<file path="src/rtl/cla_pkg.sv">
// Shared constants and helpers for the pipelined carry-lookahead adder/subtractor.
package cla_pkg;

  localparam int unsigned GROUP_W = 4;

  function automatic int unsigned num_groups(input int unsigned width);
    return width / GROUP_W;
  endfunction

endpackage

</file>
<file path="src/rtl/cla_group4.sv">
// One 4-bit lookahead group: group propagate/generate and the three carries inside the group.
module cla_group4
  import cla_pkg::*;
(
  input  logic [GROUP_W-1:0] p_i,
  input  logic [GROUP_W-1:0] g_i,
  input  logic               ci_i,
  output logic               gp_o,
  output logic               gg_o,
  output logic [GROUP_W-2:0] c_o
);

  assign gp_o = &p_i;
  assign gg_o = g_i[3]
              | (p_i[3] & g_i[2])
              | (p_i[3] & p_i[2] & g_i[1])
              | (p_i[3] & p_i[2] & p_i[1] & g_i[0]);

  assign c_o[0] = g_i[0] | (p_i[0] & ci_i);
  assign c_o[1] = g_i[1] | (p_i[1] & g_i[0]) | (p_i[1] & p_i[0] & ci_i);
  assign c_o[2] = g_i[2] | (p_i[2] & g_i[1]) | (p_i[2] & p_i[1] & g_i[0])
                | (p_i[2] & p_i[1] & p_i[0] & ci_i);

endmodule

</file>
<file path="src/rtl/cla_addsub_pipe.sv">
// Valid/ready pipelined add/subtract: input register, optional mid register, lookahead sum into output register.
module cla_addsub_pipe
  import cla_pkg::*;
#(
  parameter int unsigned WIDTH    = 16,
  parameter int unsigned PIPE_MID = 0
) (
  input  logic             clk,
  input  logic             rst_n,
  input  logic             in_valid,
  output logic             in_ready,
  input  logic [WIDTH-1:0] a,
  input  logic [WIDTH-1:0] b,
  input  logic             cin,
  input  logic             sub,
  output logic             out_valid,
  input  logic             out_ready,
  output logic [WIDTH-1:0] sum,
  output logic             cout,
  output logic             ovf
);

  localparam int unsigned NG = num_groups(WIDTH);

  if ((WIDTH < GROUP_W) || ((WIDTH % GROUP_W) != 0)) begin : g_bad_width
    $error("cla_addsub_pipe: WIDTH must be a multiple of 4 and at least 4");
  end

  logic             s0_v_q;
  logic [WIDTH-1:0] s0_a_q;
  logic [WIDTH-1:0] s0_b_q;
  logic             s0_c_q;
  logic [WIDTH-1:0] s0_b_d;
  logic             s0_c_d;

  logic             s1_v;
  logic [WIDTH-1:0] s1_p;
  logic [WIDTH-1:0] s1_g;
  logic             s1_c;
  logic             s1_ready;
  logic             s2_ready;

  logic             out_valid_q;
  logic [WIDTH-1:0] sum_q;
  logic             cout_q;
  logic             ovf_q;
  logic [WIDTH-1:0] sum_d;
  logic             cout_d;
  logic             ovf_d;

  assign s2_ready = !out_valid_q || out_ready;
  assign in_ready = !s0_v_q || s1_ready;

  // Subtraction is folded in here so later stages only ever add.
  assign s0_b_d = b ^ {WIDTH{sub}};
  assign s0_c_d = cin ^ sub;

  always_ff @(posedge clk or negedge rst_n) begin
    if (!rst_n) begin
      s0_v_q <= 1'b0;
      s0_a_q <= '0;
      s0_b_q <= '0;
      s0_c_q <= 1'b0;
    end else if (in_ready) begin
      s0_v_q <= in_valid;
      if (in_valid) begin
        s0_a_q <= a;
        s0_b_q <= s0_b_d;
        s0_c_q <= s0_c_d;
      end
    end
  end

  if (PIPE_MID != 0) begin : g_mid
    logic             v_q;
    logic [WIDTH-1:0] p_q;
    logic [WIDTH-1:0] g_q;
    logic             c_q;
    logic [WIDTH-1:0] p_d;
    logic [WIDTH-1:0] g_d;

    assign p_d      = s0_a_q ^ s0_b_q;
    assign g_d      = s0_a_q & s0_b_q;
    assign s1_ready = !v_q || s2_ready;

    always_ff @(posedge clk or negedge rst_n) begin
      if (!rst_n) begin
        v_q <= 1'b0;
        p_q <= '0;
        g_q <= '0;
        c_q <= 1'b0;
      end else if (s1_ready) begin
        v_q <= s0_v_q;
        if (s0_v_q) begin
          p_q <= p_d;
          g_q <= g_d;
          c_q <= s0_c_q;
        end
      end
    end

    assign s1_v = v_q;
    assign s1_p = p_q;
    assign s1_g = g_q;
    assign s1_c = c_q;
  end else begin : g_no_mid
    assign s1_ready = s2_ready;
    assign s1_v     = s0_v_q;
    assign s1_p     = s0_a_q ^ s0_b_q;
    assign s1_g     = s0_a_q & s0_b_q;
    assign s1_c     = s0_c_q;
  end

  logic [NG-1:0]              grp_p;
  logic [NG-1:0]              grp_g;
  logic [NG:0]                grp_c;
  logic [NG-1:0][GROUP_W-2:0] int_c;
  logic [WIDTH:0]             carry;
  logic                       la_acc;
  logic                       la_pand;

  for (genvar k = 0; k < NG; k++) begin : g_grp
    cla_group4 u_grp (
      .p_i  (s1_p[GROUP_W*k +: GROUP_W]),
      .g_i  (s1_g[GROUP_W*k +: GROUP_W]),
      .ci_i (grp_c[k]),
      .gp_o (grp_p[k]),
      .gg_o (grp_g[k]),
      .c_o  (int_c[k])
    );
  end

  // Second-level lookahead: each group carry is its own sum of products over lower groups.
  always_comb begin
    grp_c    = '0;
    la_acc   = 1'b0;
    la_pand  = 1'b1;
    grp_c[0] = s1_c;
    for (int unsigned k = 1; k <= NG; k++) begin
      la_acc  = 1'b0;
      la_pand = 1'b1;
      for (int unsigned j = 0; j < k; j++) begin
        la_acc  = la_acc | (la_pand & grp_g[k-1-j]);
        la_pand = la_pand & grp_p[k-1-j];
      end
      grp_c[k] = la_acc | (la_pand & s1_c);
    end
  end

  always_comb begin
    carry = '0;
    for (int unsigned k = 0; k < NG; k++) begin
      carry[GROUP_W*k] = grp_c[k];
      for (int unsigned m = 0; m < GROUP_W - 1; m++) begin
        carry[GROUP_W*k + m + 1] = int_c[k][m];
      end
    end
    carry[WIDTH] = grp_c[NG];
  end

  assign sum_d  = s1_p ^ carry[WIDTH-1:0];
  assign cout_d = carry[WIDTH];
  assign ovf_d  = carry[WIDTH] ^ carry[WIDTH-1];

  always_ff @(posedge clk or negedge rst_n) begin
    if (!rst_n) begin
      out_valid_q <= 1'b0;
      sum_q       <= '0;
      cout_q      <= 1'b0;
      ovf_q       <= 1'b0;
    end else if (s2_ready) begin
      out_valid_q <= s1_v;
      if (s1_v) begin
        sum_q  <= sum_d;
        cout_q <= cout_d;
        ovf_q  <= ovf_d;
      end
    end
  end

  assign out_valid = out_valid_q;
  assign sum       = sum_q;
  assign cout      = cout_q;
  assign ovf       = ovf_q;

endmodule

</file>
<file path="config.mk">
export PLATFORM = sky130hd
export DESIGN_NAME = cla_addsub_pipe
export DESIGN_NICKNAME = d
export VERILOG_FILES = /design/src/rtl/cla_pkg.sv /design/src/rtl/cla_group4.sv /design/src/rtl/cla_addsub_pipe.sv
export SDC_FILE = /design/constraint.sdc
export NUM_CORES = 1
export LEC_CHECK = 0
export BUFFER_PORTS_ARGS = -buffer_cell sky130_fd_sc_hd__buf_2
export CELL_PAD_IN_SITES_DETAIL_PLACEMENT = 0
export CELL_PAD_IN_SITES_GLOBAL_PLACEMENT = 1
export CORE_UTILIZATION = 45
export CTS_CLUSTER_DIAMETER = 60
export CTS_CLUSTER_SIZE = 40
export DETAILED_ROUTE_END_ITERATION = 8
export PLACE_DENSITY_LB_ADDON = 0.1
export SLEW_MARGIN = 20
export SYNTH_ARGS = -nofsm -noshare
export SYNTH_HDL_FRONTEND = slang
export SYNTH_HIERARCHICAL = 1
export SYNTH_SLANG_ARGS = --single-unit
</file>
<file path="constraint.sdc">
create_clock -name clk -period 3.4 [get_ports clk]
set_input_delay 0.17 -clock clk [delete_from_list [all_inputs] [get_ports clk]]
set_output_delay 0.17 -clock clk [all_outputs]
set_load 0.005 [all_outputs]
</file>
==> impl_metrics.toml <==
[timing]
hold_viol_final = 0
min_period_ns = 2.36
worst_pin_slew_ns = 0.940
slew_headroom_pct = 37.2
finalSetupViolations = 0
tns_ns = 0
rsz0062_at_grt = "false"
clock_skew_ns = 0.00891
period_share_pct = 69.5
slew_violations = 0
max_freq_mhz = 423

[yosys]
synth_xor_area_share_pct = 11.0
synth_top_family_by_area = "compound AO/OA/AOI/OAI gates"
netlist_area_um2 = 2710
ys_ff_latch = 53
yosys_warnings = 6
synthMuxAreaShare_pct = 6.65
synth_compound_area_share_pct = 15.8
syn-num-nets = 305
avgSynthCellArea_um2 = 10.8
synth_cell_types = 23
synthSimpleGateAreaFrac_pct = 8.09
yosysSeqAreaShare_pct = 49.0
synth_adder_area_share_pct = 7.39
synth_cells = 251

[global_routing]
grt_pass1_wl_mm = 8.14
antenna_found_initial = 0
grt_usage_pct = 16.6
grt_pass1_vias = 1702
grt_max_degree = 51
grt_overflow_total = 0

[pwr]
pwr_density_cell_nw_per_um2 = 639
leakage_nw = 1.52
vdd_drop_max_v = 0.000299

[detailed_routing]
wire_per_inst_um = 12.6
routed-via-count = 1835
m1WireLength_mm = 2.76
initialDrtViolationCount = 50
highest_layer = "met4"
drcViolationCount = 0
ant_nets = 0
firstDrtPassIters = 4
via_per_inst = 4.84
wl_mm = 4.78
route.met3.wl_um = 179
wl_met2_mm = 1.81

[layout]
syn2layout_area_growth_pct = 16.2
stdcell_area_um2 = 3150
drive_gt1_share_pct = 28.0
diodes = 0
layout_commonest_cell = "buf_2"
layout.nets = 361
final_cell_mix = "buf_2 (57), dfrtp_1 (53), nand2_1 (44), o21ai_0 (38), xnor2_1 (33)"
fill_cells = 530

[floorplan]
die-area_um2 = 6330
die_h_um = 79.6
start_util_pct = 48.0
pin_count = 58
num_rows = 27
core_area_um2 = 5640
die_x_um = 79.6

[cts]
post_cts_resize_count = 0
clkLatencyLatePin_ns = 0.29
ctsRootBufferMaster = "clkbuf_8"
cts_setup_buffers = 0
holdBufCountCts = 1
cts_tree = "built"
cts.reportedPaths.clkPinSlew_ns = 0.09
clockBufferDepth = 2
h-tree-depth = 2
cts_sinks = 53
numCtsBuffers = 5

[outcome]
status = "completed"

[min_path]
min_path_type = "primary input to register"

[placed_design]
dp_hpwl_mm = 3.65
place.gp.congestion = 0.844
io_buffers = 57
placedInstanceArea_um2 = 3030

[worst_setup_path]
setup.worst_path.end_class = "register"
cp.arrival_ns = 2.50
crit_type = "register to register"
startpoint_type = "register"
worstPathMaxFanout = 5
critPathRequiredTime_ns = 3.54

[flow_run]
maxCapViolations = 0
-- per-layer routing --
layer  track usage (%)  up-vias
met1              27.0      817
met3              2.74        2
li1                  -      970
met5                 0        -
met2              22.0       46
met4              4.91        0
-- final timing paths --
check,from,to,slack (ns),cells past startpoint
hold reg to reg,sum[3],sum[3],0.48,2
hold / removal,a[10],s0_a_q[10],0.10,2
setup reg to reg,s0_a_q[3],sum[15],1.04,9
setup / recovery,s0_a_q[3],sum[15],1.04,9
min in group asynchronous,rst_n,out_valid,0.39,2
max in group asynchronous,rst_n,s0_a_q[4],2.24,3
-- critical path, cell delays in order, from the launching register on --
cell	delay [ns]
dfrtp_1	0.39
ha_1	0.34
a21oi_1	0.16
o21ai_0	0.12
a21o_4	0.23
a31o_2	0.26
a21o_1	0.21
a31o_1	0.26
xnor2_1	0.16
o21ai_0	0.09
-- flip-flops by register name, indices dropped and copies added, names as in the netlist --
signal and flops:
s0_b_q 16, ovf 1, s0_v_q 1, sum 16, s0_a_q 16, s0_c_q 1, cout 1, out_valid 1
-- kinds of logic (layout without fill, tap and decap cells) --
| family | Yosys count | in the layout |
|---|---|---|
| compound gates | 68 | 68 |
| simple gates | 54 | 54 |
| flops | 53 | 53 |
| xor+xnor | 34 | 34 |
| fa+ha+maj | 16 | 16 |
| mux | 16 | 16 |
| buf+inv | 10 | 66 |
-- stage by stage --
step / hold WS (ns) / cells / setup slack, ns / total power [W] / util, %
after floorplan: -0.126 / 251 / 1.23 / 0.00139 / -
after global placement: 0.186 / 371 / 1.11 / 0.00162 / 53.8
after detailed placement: 0.188 / 371 / 1.05 / 0.00163 / 53.8
after CTS: 0.0908 / 379 / 1.03 / 0.00204 / 55.8
after global routing: 0.0889 / 379 / 0.885 / 0.00217 / 55.8
final: 0.101 / 379 / 1.04 / 0.00201 / 55.8
-- power breakdown --
part           switching, W  leakage (nW)  internal, W  total [W]
combinational      0.000357         0.830     0.000367   0.000724
clock              0.000189        0.0540     0.000214   0.000404
sequential        0.0000872         0.638     0.000796   0.000883
-- cells in the mapped netlist --
library cell / instances / area [um^2]
a21o_2: 1 / 8.76
a221oi_4: 1 / 26.3
nor2_1: 4 / 15.0
a21o_1: 13 / 97.6
o21ai_0: 38 / 190
mux2_2: 16 / 180
a21o_4: 1 / 15.0
nand2b_1: 3 / 18.8
nand2_1: 44 / 165
buf_4: 4 / 30.0
dfrtp_1: 53 / 1330
xnor2_1: 33 / 289
and3_1: 1 / 6.26
nand2_2: 1 / 6.26
a31o_2: 1 / 8.76
buf_2: 4 / 20.0
nand3b_1: 1 / 7.51
ha_1: 16 / 200
o21ai_1: 1 / 5.00
a31o_1: 4 / 35.0
xor2_1: 1 / 8.76
clkbuf_1: 2 / 7.51
a21oi_1: 8 / 40.0
-- final cells by class --
type / instances / area [um^2] / share of cell area, %
Clock buffer: 5 / 68.8 / 2.19
Clock inverter: 2 / 35.0 / 1.11
Multi-Input combinational cell: 188 / 1320 / 42.1
Sequential cell: 53 / 1330 / 42.1
Tap cell: 72 / 90.1 / 2.86
Timing Repair Buffer: 59 / 303 / 9.62
(Power assumes the default switching activity.)
